`src/rtl/fft_bin_quantizer.sv`:
```
// Converts complex FFT bins into log-magnitude codes over a 3-stage pipeline and tracks bin order.
// Optional per-frame peak reporting is built when FFT_BIN_QUANTIZER_PEAK_EN is defined.
module fft_bin_quantizer #(
    parameter int WORD_WIDTH = 16,
    parameter int FFT_SIZE   = 128,
    parameter int OUT_WIDTH  = 4,
    parameter int LOG_OFFSET = 1
) (
    input  logic                            clk,
    input  logic                            reset,
    input  logic                            in_valid,
    input  logic [$clog2(FFT_SIZE/2)-1:0]   in_idx,
    input  logic [2*WORD_WIDTH-1:0]         in_data,
    output logic                            out_valid,
    output logic [$clog2(FFT_SIZE/2)-1:0]   out_idx,
    output logic [OUT_WIDTH-1:0]            out_data,
    output logic                            frame_done,
    output logic                            desync
`ifdef FFT_BIN_QUANTIZER_PEAK_EN
    ,
    output logic [$clog2(FFT_SIZE/2)-1:0]   peak_idx,
    output logic [OUT_WIDTH-1:0]            peak_code
`endif
);

    localparam int IDX_W    = $clog2(FFT_SIZE/2);
    localparam int MAG_W    = WORD_WIDTH + 1;
    localparam int CODE_MAX = (1 << OUT_WIDTH) - 1;
    localparam logic [IDX_W-1:0] LAST_IDX = IDX_W'(FFT_SIZE/2 - 1);

    // Valid-only streaming: a bin is transferred on every cycle in_valid is high and
    // appears on out_valid exactly three cycles later; there is no ready/back-pressure.

    logic                  s1_valid_q, s1_valid_d;
    logic [IDX_W-1:0]      s1_idx_q,   s1_idx_d;
    logic [WORD_WIDTH-1:0] s1_re_q,    s1_re_d;
    logic [WORD_WIDTH-1:0] s1_im_q,    s1_im_d;

    logic                  s2_valid_q, s2_valid_d;
    logic [IDX_W-1:0]      s2_idx_q,   s2_idx_d;
    logic [MAG_W-1:0]      s2_mag_q,   s2_mag_d;

    logic                  out_valid_q,  out_valid_d;
    logic [IDX_W-1:0]      out_idx_q,    out_idx_d;
    logic [OUT_WIDTH-1:0]  out_data_q,   out_data_d;
    logic                  frame_done_q, frame_done_d;

    logic [IDX_W-1:0]      exp_idx_q, exp_idx_d;
    logic                  desync_q,  desync_d;

    logic [WORD_WIDTH-1:0] mx_c;
    logic [WORD_WIDTH-1:0] mn_c;
    logic [OUT_WIDTH-1:0]  code_c;
    int                    code_lvl;

    function automatic logic [WORD_WIDTH-1:0] abs_w(input logic [WORD_WIDTH-1:0] v);
        // The most negative value wraps to 2^(W-1), which is still exact as unsigned.
        abs_w = v[WORD_WIDTH-1] ? ((~v) + WORD_WIDTH'(1)) : v;
    endfunction

    function automatic int msb_pos(input logic [MAG_W-1:0] v);
        msb_pos = 0;
        for (int i = 0; i < MAG_W; i++) begin
            if (v[i]) begin
                msb_pos = i;
            end
        end
    endfunction

    always_comb begin
        s1_valid_d = in_valid;
        s1_idx_d   = s1_idx_q;
        s1_re_d    = s1_re_q;
        s1_im_d    = s1_im_q;
        if (in_valid) begin
            s1_idx_d = in_idx;
            s1_re_d  = abs_w(in_data[2*WORD_WIDTH-1:WORD_WIDTH]);
            s1_im_d  = abs_w(in_data[WORD_WIDTH-1:0]);
        end
    end

    always_comb begin
        mx_c       = (s1_re_q >= s1_im_q) ? s1_re_q : s1_im_q;
        mn_c       = (s1_re_q >= s1_im_q) ? s1_im_q : s1_re_q;
        s2_valid_d = s1_valid_q;
        s2_idx_d   = s2_idx_q;
        s2_mag_d   = s2_mag_q;
        if (s1_valid_q) begin
            s2_idx_d = s1_idx_q;
            s2_mag_d = MAG_W'(mx_c) + MAG_W'(mn_c >> 2) + MAG_W'(mn_c >> 3);
        end
    end

    always_comb begin
        code_c   = '0;
        code_lvl = 0;
        if (s2_mag_q != '0) begin
            code_lvl = msb_pos(s2_mag_q) + 1 - LOG_OFFSET;
            if (code_lvl < 0) begin
                code_c = '0;
            end else if (code_lvl > CODE_MAX) begin
                code_c = OUT_WIDTH'(CODE_MAX);
            end else begin
                code_c = OUT_WIDTH'(code_lvl);
            end
        end
    end

    always_comb begin
        out_valid_d  = s2_valid_q;
        out_idx_d    = out_idx_q;
        out_data_d   = out_data_q;
        frame_done_d = 1'b0;
        if (s2_valid_q) begin
            out_idx_d    = s2_idx_q;
            out_data_d   = code_c;
            frame_done_d = (s2_idx_q == LAST_IDX);
        end
    end

    // The expected index always follows the observed one, so a single skip flags once.
    always_comb begin
        exp_idx_d = exp_idx_q;
        desync_d  = desync_q;
        if (in_valid) begin
            if (in_idx != exp_idx_q) begin
                desync_d = 1'b1;
            end
            exp_idx_d = (in_idx == LAST_IDX) ? '0 : (in_idx + IDX_W'(1));
        end
    end

    always_ff @(posedge clk or negedge reset) begin
        if (!reset) begin
            s1_valid_q   <= 1'b0;
            s1_idx_q     <= '0;
            s1_re_q      <= '0;
            s1_im_q      <= '0;
            s2_valid_q   <= 1'b0;
            s2_idx_q     <= '0;
            s2_mag_q     <= '0;
            out_valid_q  <= 1'b0;
            out_idx_q    <= '0;
            out_data_q   <= '0;
            frame_done_q <= 1'b0;
            exp_idx_q    <= '0;
            desync_q     <= 1'b0;
        end else begin
            s1_valid_q   <= s1_valid_d;
            s1_idx_q     <= s1_idx_d;
            s1_re_q      <= s1_re_d;
            s1_im_q      <= s1_im_d;
            s2_valid_q   <= s2_valid_d;
            s2_idx_q     <= s2_idx_d;
            s2_mag_q     <= s2_mag_d;
            out_valid_q  <= out_valid_d;
            out_idx_q    <= out_idx_d;
            out_data_q   <= out_data_d;
            frame_done_q <= frame_done_d;
            exp_idx_q    <= exp_idx_d;
            desync_q     <= desync_d;
        end
    end

    assign out_valid  = out_valid_q;
    assign out_idx    = out_idx_q;
    assign out_data   = out_data_q;
    assign frame_done = frame_done_q;
    assign desync     = desync_q;

`ifdef FFT_BIN_QUANTIZER_PEAK_EN
    logic                 run_vld_q,   run_vld_d;
    logic [IDX_W-1:0]     run_idx_q,   run_idx_d;
    logic [OUT_WIDTH-1:0] run_code_q,  run_code_d;
    logic [IDX_W-1:0]     peak_idx_q,  peak_idx_d;
    logic [OUT_WIDTH-1:0] peak_code_q, peak_code_d;
    logic                 cand_better;

    // The bin leaving stage 3 is folded in on the same edge it is published, so the
    // frame's final bin takes part in the peak reported with frame_done.
    always_comb begin
        cand_better = !run_vld_q || (code_c > run_code_q) ||
                      ((code_c == run_code_q) && (s2_idx_q < run_idx_q));
        run_vld_d   = run_vld_q;
        run_idx_d   = run_idx_q;
        run_code_d  = run_code_q;
        peak_idx_d  = peak_idx_q;
        peak_code_d = peak_code_q;
        if (s2_valid_q) begin
            if (s2_idx_q == LAST_IDX) begin
                peak_idx_d  = cand_better ? s2_idx_q : run_idx_q;
                peak_code_d = cand_better ? code_c   : run_code_q;
                run_vld_d   = 1'b0;
                run_idx_d   = '0;
                run_code_d  = '0;
            end else if (cand_better) begin
                run_vld_d  = 1'b1;
                run_idx_d  = s2_idx_q;
                run_code_d = code_c;
            end
        end
    end

    always_ff @(posedge clk or negedge reset) begin
        if (!reset) begin
            run_vld_q   <= 1'b0;
            run_idx_q   <= '0;
            run_code_q  <= '0;
            peak_idx_q  <= '0;
            peak_code_q <= '0;
        end else begin
            run_vld_q   <= run_vld_d;
            run_idx_q   <= run_idx_d;
            run_code_q  <= run_code_d;
            peak_idx_q  <= peak_idx_d;
            peak_code_q <= peak_code_d;
        end
    end

    assign peak_idx  = peak_idx_q;
    assign peak_code = peak_code_q;
`endif

endmodule

```
`config.mk`:
```
export PLATFORM = sky130hd
export DESIGN_NAME = fft_bin_quantizer
export DESIGN_NICKNAME = d
export VERILOG_FILES = /design/src/rtl/fft_bin_quantizer.sv
export SDC_FILE = /design/constraint.sdc
export NUM_CORES = 1
export LEC_CHECK = 0
export BUFFER_PORTS_ARGS = -buffer_cell sky130_fd_sc_hd__clkbuf_2
export CORE_ASPECT_RATIO = 1.1
export CORE_MARGIN = 1.5
export CORE_UTILIZATION = 43
export DETAILED_ROUTE_END_ITERATION = 7
export SYNTH_ARGS = -nofsm -noshare
export SYNTH_HDL_FRONTEND = slang
export SYNTH_SLANG_ARGS = --single-unit
```
`constraint.sdc`:
```
create_clock -name clk -period 12.22 [get_ports clk]
set_clock_uncertainty 0.05 [all_clocks]
set_input_delay 2.444 -clock clk [delete_from_list [all_inputs] [get_ports clk]]
set_output_delay 2.444 -clock clk [all_outputs]
set_load 0.01 [all_outputs]
```
## Word level (Yosys, flattened, before mapping)

Cells that the tools add are included.

| cells by class | value |
|---|---|
| $add $sub $neg | 7 |
| magnitude comparators | 3 |
| eq/ne operators | 3 |
| multiplexer cells | 26 |
| bitwise gates (word level) | 2 |
| reductions and logical operators | 2 |

Operators by type and width:

| kind | number |
|---|---|
| $mux 32 | 16 |
| $mux 16 | 4 |
| $add 16x1->16 const B | 2 |
| $add 32x2->32 const B | 1 |
| $gt 32x5->1 const B | 1 |
| $lt 32x1->1 const B | 1 |
| $not 16->16 | 2 |
| $sub 32x2->32 const B | 1 |
| $add 16x14->17 | 1 |
| $add 17x13->17 | 1 |
| $reduce_bool 17->1 | 1 |
| $ge 16x16->1 | 1 |
| $eq 6x6->1 const B | 2 |
| $mux 4 | 3 |
| $add 6x1->6 const B | 1 |
| $mux 6 | 1 |
| $ne 6x6->1 | 1 |
| $mux 1 | 2 |
| $reduce_and 2->1 | 1 |

| storage, ports and cells | value |
|---|---|
| bits in registers | 82 |
| input bits | 41 |
| output and inout port bits | 13 |
| word-level logic and storage cells | 56 |

## Depth between registers and ports, before layout

| depth | value |
|---|---|
| depth in word-level cells | 23 |
| mapped depth | 19 |

## Least setup slack after synthesis

No wires, ideal clock.

| path | value |
|---|---|
| path kind | reg-to-reg |
| from | register s1_im_q[0] |
| to | register s2_mag_q[13] |
| library setup time | 0.125 ns |
| arrival | 4.693 ns |
| data required time | 12.045 ns |
| slack | 7.352 ns |
| cell stages (with the launch flop) | 19 |
| clock period less this slack | 4.868 ns |
| cells stage by stage | dfrtp_1 -> ha_1 -> nand2b_1 -> a2111oi_0 -> o21ai_0 -> a221oi_2 -> buf_2 -> clkbuf_1 -> o21ai_0 -> ha_1 -> a21o_1 -> ha_1 -> fa_1 -> a21o_1 -> a311oi_1 -> o21ai_0 -> a311oi_1 -> xnor2_1 -> mux2_2 |

| between the ends | value |
|---|---|
| cells in the longest elaborated chain, start to end | 4 |
| elaborated cells on any way between the ends | 5 |
| those cells by class | add/sub (2); order compare (1); mux (2) |

Ends and longest elaborated chain:

| item | line | text |
|---|---|---|
| start, declared | 37 | `logic [WORD_WIDTH-1:0] s1_im_q, s1_im_d;` |
| start signal, assigned | 152 | `s1_im_q <= s1_im_d;` |
| $ge 16x16->1 | 83, 84 |  |
| $mux 16, on equally long branches | 83, 84 |  |
| $add 16x14->17 | 90 | `s2_mag_d = MAG_W'(mx_c) + MAG_W'(mn_c >> 2) + MAG_W'(mn_c >> 3);` |
| $add 17x13->17 * | 90 |  |
| end signal, assigned | 155 | `s2_mag_q <= s2_mag_d;` |
| end, declared | 41 | `logic [MAG_W-1:0] s2_mag_q, s2_mag_d;` |

Every way passes the cells marked *; elsewhere a longest branch is shown, timed or not.
A chain may end at the register's enable or synchronous reset.

## Final worst setup path

| path | value |
|---|---|
| from | register s1_re_q[0] |
| to | register s2_mag_q[13] |

| between the ends | value |
|---|---|
| cells in the longest elaborated chain, start to end | 4 |
| elaborated cells on any way between the ends | 5 |
| those cells by class | add/sub (2); order compare (1); mux (2) |

Ends and longest elaborated chain:

| item | line | text |
|---|---|---|
| start, declared | 36 | `logic [WORD_WIDTH-1:0] s1_re_q, s1_re_d;` |
| start signal, assigned | 151 | `s1_re_q <= s1_re_d;` |
| $ge 16x16->1 | 83, 84 |  |
| $mux 16, on equally long branches | 83, 84 |  |
| $add 16x14->17 | 90 |  |
| $add 17x13->17 * | 90 |  |

Marked as above.

==> impl_metrics.yaml <==
run_status:
  status: "finished, final reports clean"
synth:
  syn_nets: 654
  synth_area_leaders: "dfrtp_1 37%, mux2_2 9.1%, ha_1 8.1%, xor2_1 5.0%, a21oi_1 4.4%"
  synth-edff-count: 0
  ys_seq_area_share_pct: 36.9
  async_flop_share_pct: 100
  synth_cells: 565
  synth.distinct_cells: 54
  synth_top_area_share_pct: 36.9
  synth_warnings: 0
  yosysMostFrequentCell: "dfrtp_1"
  synth_top_cells_by_count: "82 x dfrtp_1, 49 x a21oi_1, 45 x mux2_2"
  yosys.area.top_type: "dfrtp_1"
  ys_ff_latch: 82
  avgSynthCellArea_um2: 9.85
  netlist_area_um2: 5560
  ys.flop_type: "dfrtp_1"
setup_path:
  start_kind: "flop"
  reg2reg_from: "s1_re_q[0]"
  worst_path_max_delay_cell: "fa_1"
  max_stage_delay_ns: 0.51
  cpLargestDelayFamily: "compound AO/OA/AOI/OAI gates"
  crit_start: "s1_re_q[0]"
  worstPathCellList: "inv_1, ha_1, nand2b_1, a2111oi_0, o21ai_0, a221oi_4, buf_4, mux2_2, fa_1, fa_1, a21o_1, a311oi_1, o21ai_0, a311oi_1, xnor2_1, mux2_2"
  cp.required_ns: 12.39
  critPathBufInv: 2
  arrival_ns: 5.59
  end_kind: "flop"
  path_class: "reg -> reg"
  worst-path-max-fanout: 51
sta:
  fmax_mhz: 184
  period_share_pct: 44.4
  rsz0062_at_grt: "false"
  fin_tns_setup_ns: 0
  hold_viol_final: 0
  max-slew-margin-rel_pct: 30.4
  period_minus_slack_ns: 5.42
  setup_slack_ns: 6.80
  slew_violations: 0
  worstMarginPinSlew_ns: 1.04
  finalSetupViolations: 0
layout:
  antenna_cells: 0
  nets: 698
  final_area_um2: 6280
  drive_gt1_share_pct: 20.7
  area_growth_pct: 12.9
global_route:
  grt_max_degree: 83
  grt_use_total_pct: 17.8
  grt_pass1_wl_um: 19600
  grt_pass1_vias: 4164
  overflow: 0
  antenna_found_initial: 0
run:
  maxCapViolations: 0
pwr:
  clockPowerShare_pct: 19.1
  switchingPower_uw: 594
  pwr-share-comb_pct: 54.8
  switching_share_pct: 40.5
  peakVddDrop_v: 0.000109
  p_per_area_nw_per_um2: 234
  p_seq_share_pct: 26.1
  p_leak_nw: 2.83
  power.internal_uw: 874
clock_tree:
  clk_latency_ns: 0.34
  clk_pin_slew_worst_paths_ns: 0.06
  post_cts_buffers: 0
  htreeDepth: 3
  clock-sinks: 82
  cts_hold_buf: 0
  clockBufferDepth: 2
  cts_tree: "yes"
  ctsResizeCount: 0
  cts_buffers: 9
  root_buffer: "clkbuf_16"
floorplan:
  io_pins: 54
  die_area_um2: 13600
  core_area_um2: 12600
  rows: 43
  chipHeight_um: 122
  die_w_um: 111
  start_util_pct: 44.0
placed_design:
  place.gp.congestion: 0.847
  placed_cell_area_um2: 5970
  io_buffer_count: 53
  pre_cts_slack_ns: 6.79
  hpwl_um: 8520
routing:
  drtIter0Drc: 160
  viasPerCell: 5.43
  wl_per_cell_um: 14.7
  num_vias: 4186
  postRouteAntennaNets: 0
  firstDrtPassIters: 4
  drcViolationCount: 0
  wl_um: 11300
worst_hold_path:
  hp-start: "desync"
  hp-class: "reg -> reg"
## kinds of logic (layout without fill, tap and decap cells)
family / after synthesis / after routing / share of synthesized area, %
adders and majority gates: 48 / 48 / 12.4
buffers and inverters: 57 / 106 / 3.87
muxes: 52 / 52 / 10.4
AOI/OAI and AO/OA: 146 / 146 / 16.8
DFF: 82 / 82 / 36.9
and+or+nand+nor: 133 / 133 / 12.2
xor gates and xnor gates: 47 / 47 / 7.40
## power by group through the flow
| stage | clock network [mW] | logic, mW | registers [mW] |
|---|---|---|---|
| finish | 0.281 | 0.804 | 0.382 |
| CTS | 0.288 | 0.810 | 0.383 |
| global route | 0.298 | 0.916 | 0.393 |
| global placement | 0 | 0.787 | 0.385 |
| floorplan | 0 | 0.643 | 0.375 |
| detailed placement | 0 | 0.799 | 0.387 |
## flip-flops by register name, indices dropped and copies added (netlist names)
signal,flops
out_valid_d,1
s2_mag_q,17
s2_idx_q,6
s1_idx_q,6
exp_idx_q,6
out_valid,1
s1_valid_q,1
frame_done,1
s1_re_q,16
out_data,4
desync,1
out_idx,6
s1_im_q,16
## cells in the final DEF, fill, tap and decap left out, types with 6 or more instances in the layout
cell        n
dfrtp_1    82
clkbuf_2   52
nand4_1     6
a31oi_1     6
a21oi_1    49
mux2_2     45
clkbuf_16   9
mux2i_1     7
xor2_1     32
fa_1       12
xnor2_1    15
a21o_1     14
nand2_1    37
inv_1      34
ha_1       36
nor2_1     39
nor3_1      6
o31ai_1     9
o21ai_0    32
## final timing paths
check	to	slack, ns	cells after the start
min reg2reg	desync	0.41	1
max reg2reg	s2_mag_q[13]	6.80	16
min in group asynchronous	out_data[0]	2.25	1
max	s2_mag_q[13]	6.80	16
max in group asynchronous	exp_idx_q[0]	9.22	1
min	desync	0.41	1
## area by class of cell
type | count | area, µm²
Timing Repair Buffer | 55 | 283
Inverter | 35 | 131
Clock buffer | 9 | 225
Tap cell | 157 | 196
Multi-Input combinational cell | 426 | 3310
Clock inverter | 7 | 83.8
Sequential cell | 82 | 2050
Fill cell | 1174 | 6360
## metrics by stage
stage / total power, mW / utilization, % / std cells / hold WS (ns)
floorplan: 1.02 / - / 565 / 0.302
global placement: 1.17 / 47.2 / 755 / 0.387
detailed placement: 1.19 / 47.2 / 755 / 0.400
CTS: 1.48 / 49.7 / 771 / 0.415
global route: 1.61 / 49.7 / 771 / 0.425
finish: 1.47 / 49.7 / 771 / 0.410
## routing by layer
| metal | wire length [µm] | vias up | GRT usage, % |
|---|---|---|---|
| met5 | 0 | - | 0 |
| met1 | 5640 | 1988 | 24.0 |
| met3 | 314 | 8 | 3.21 |
| met2 | 5260 | 65 | 29.4 |
| li1 | - | 2125 | - |
| met4 | 135 | 0 | 5.46 |
No activity file was read; power rests on OpenSTA's default activity.
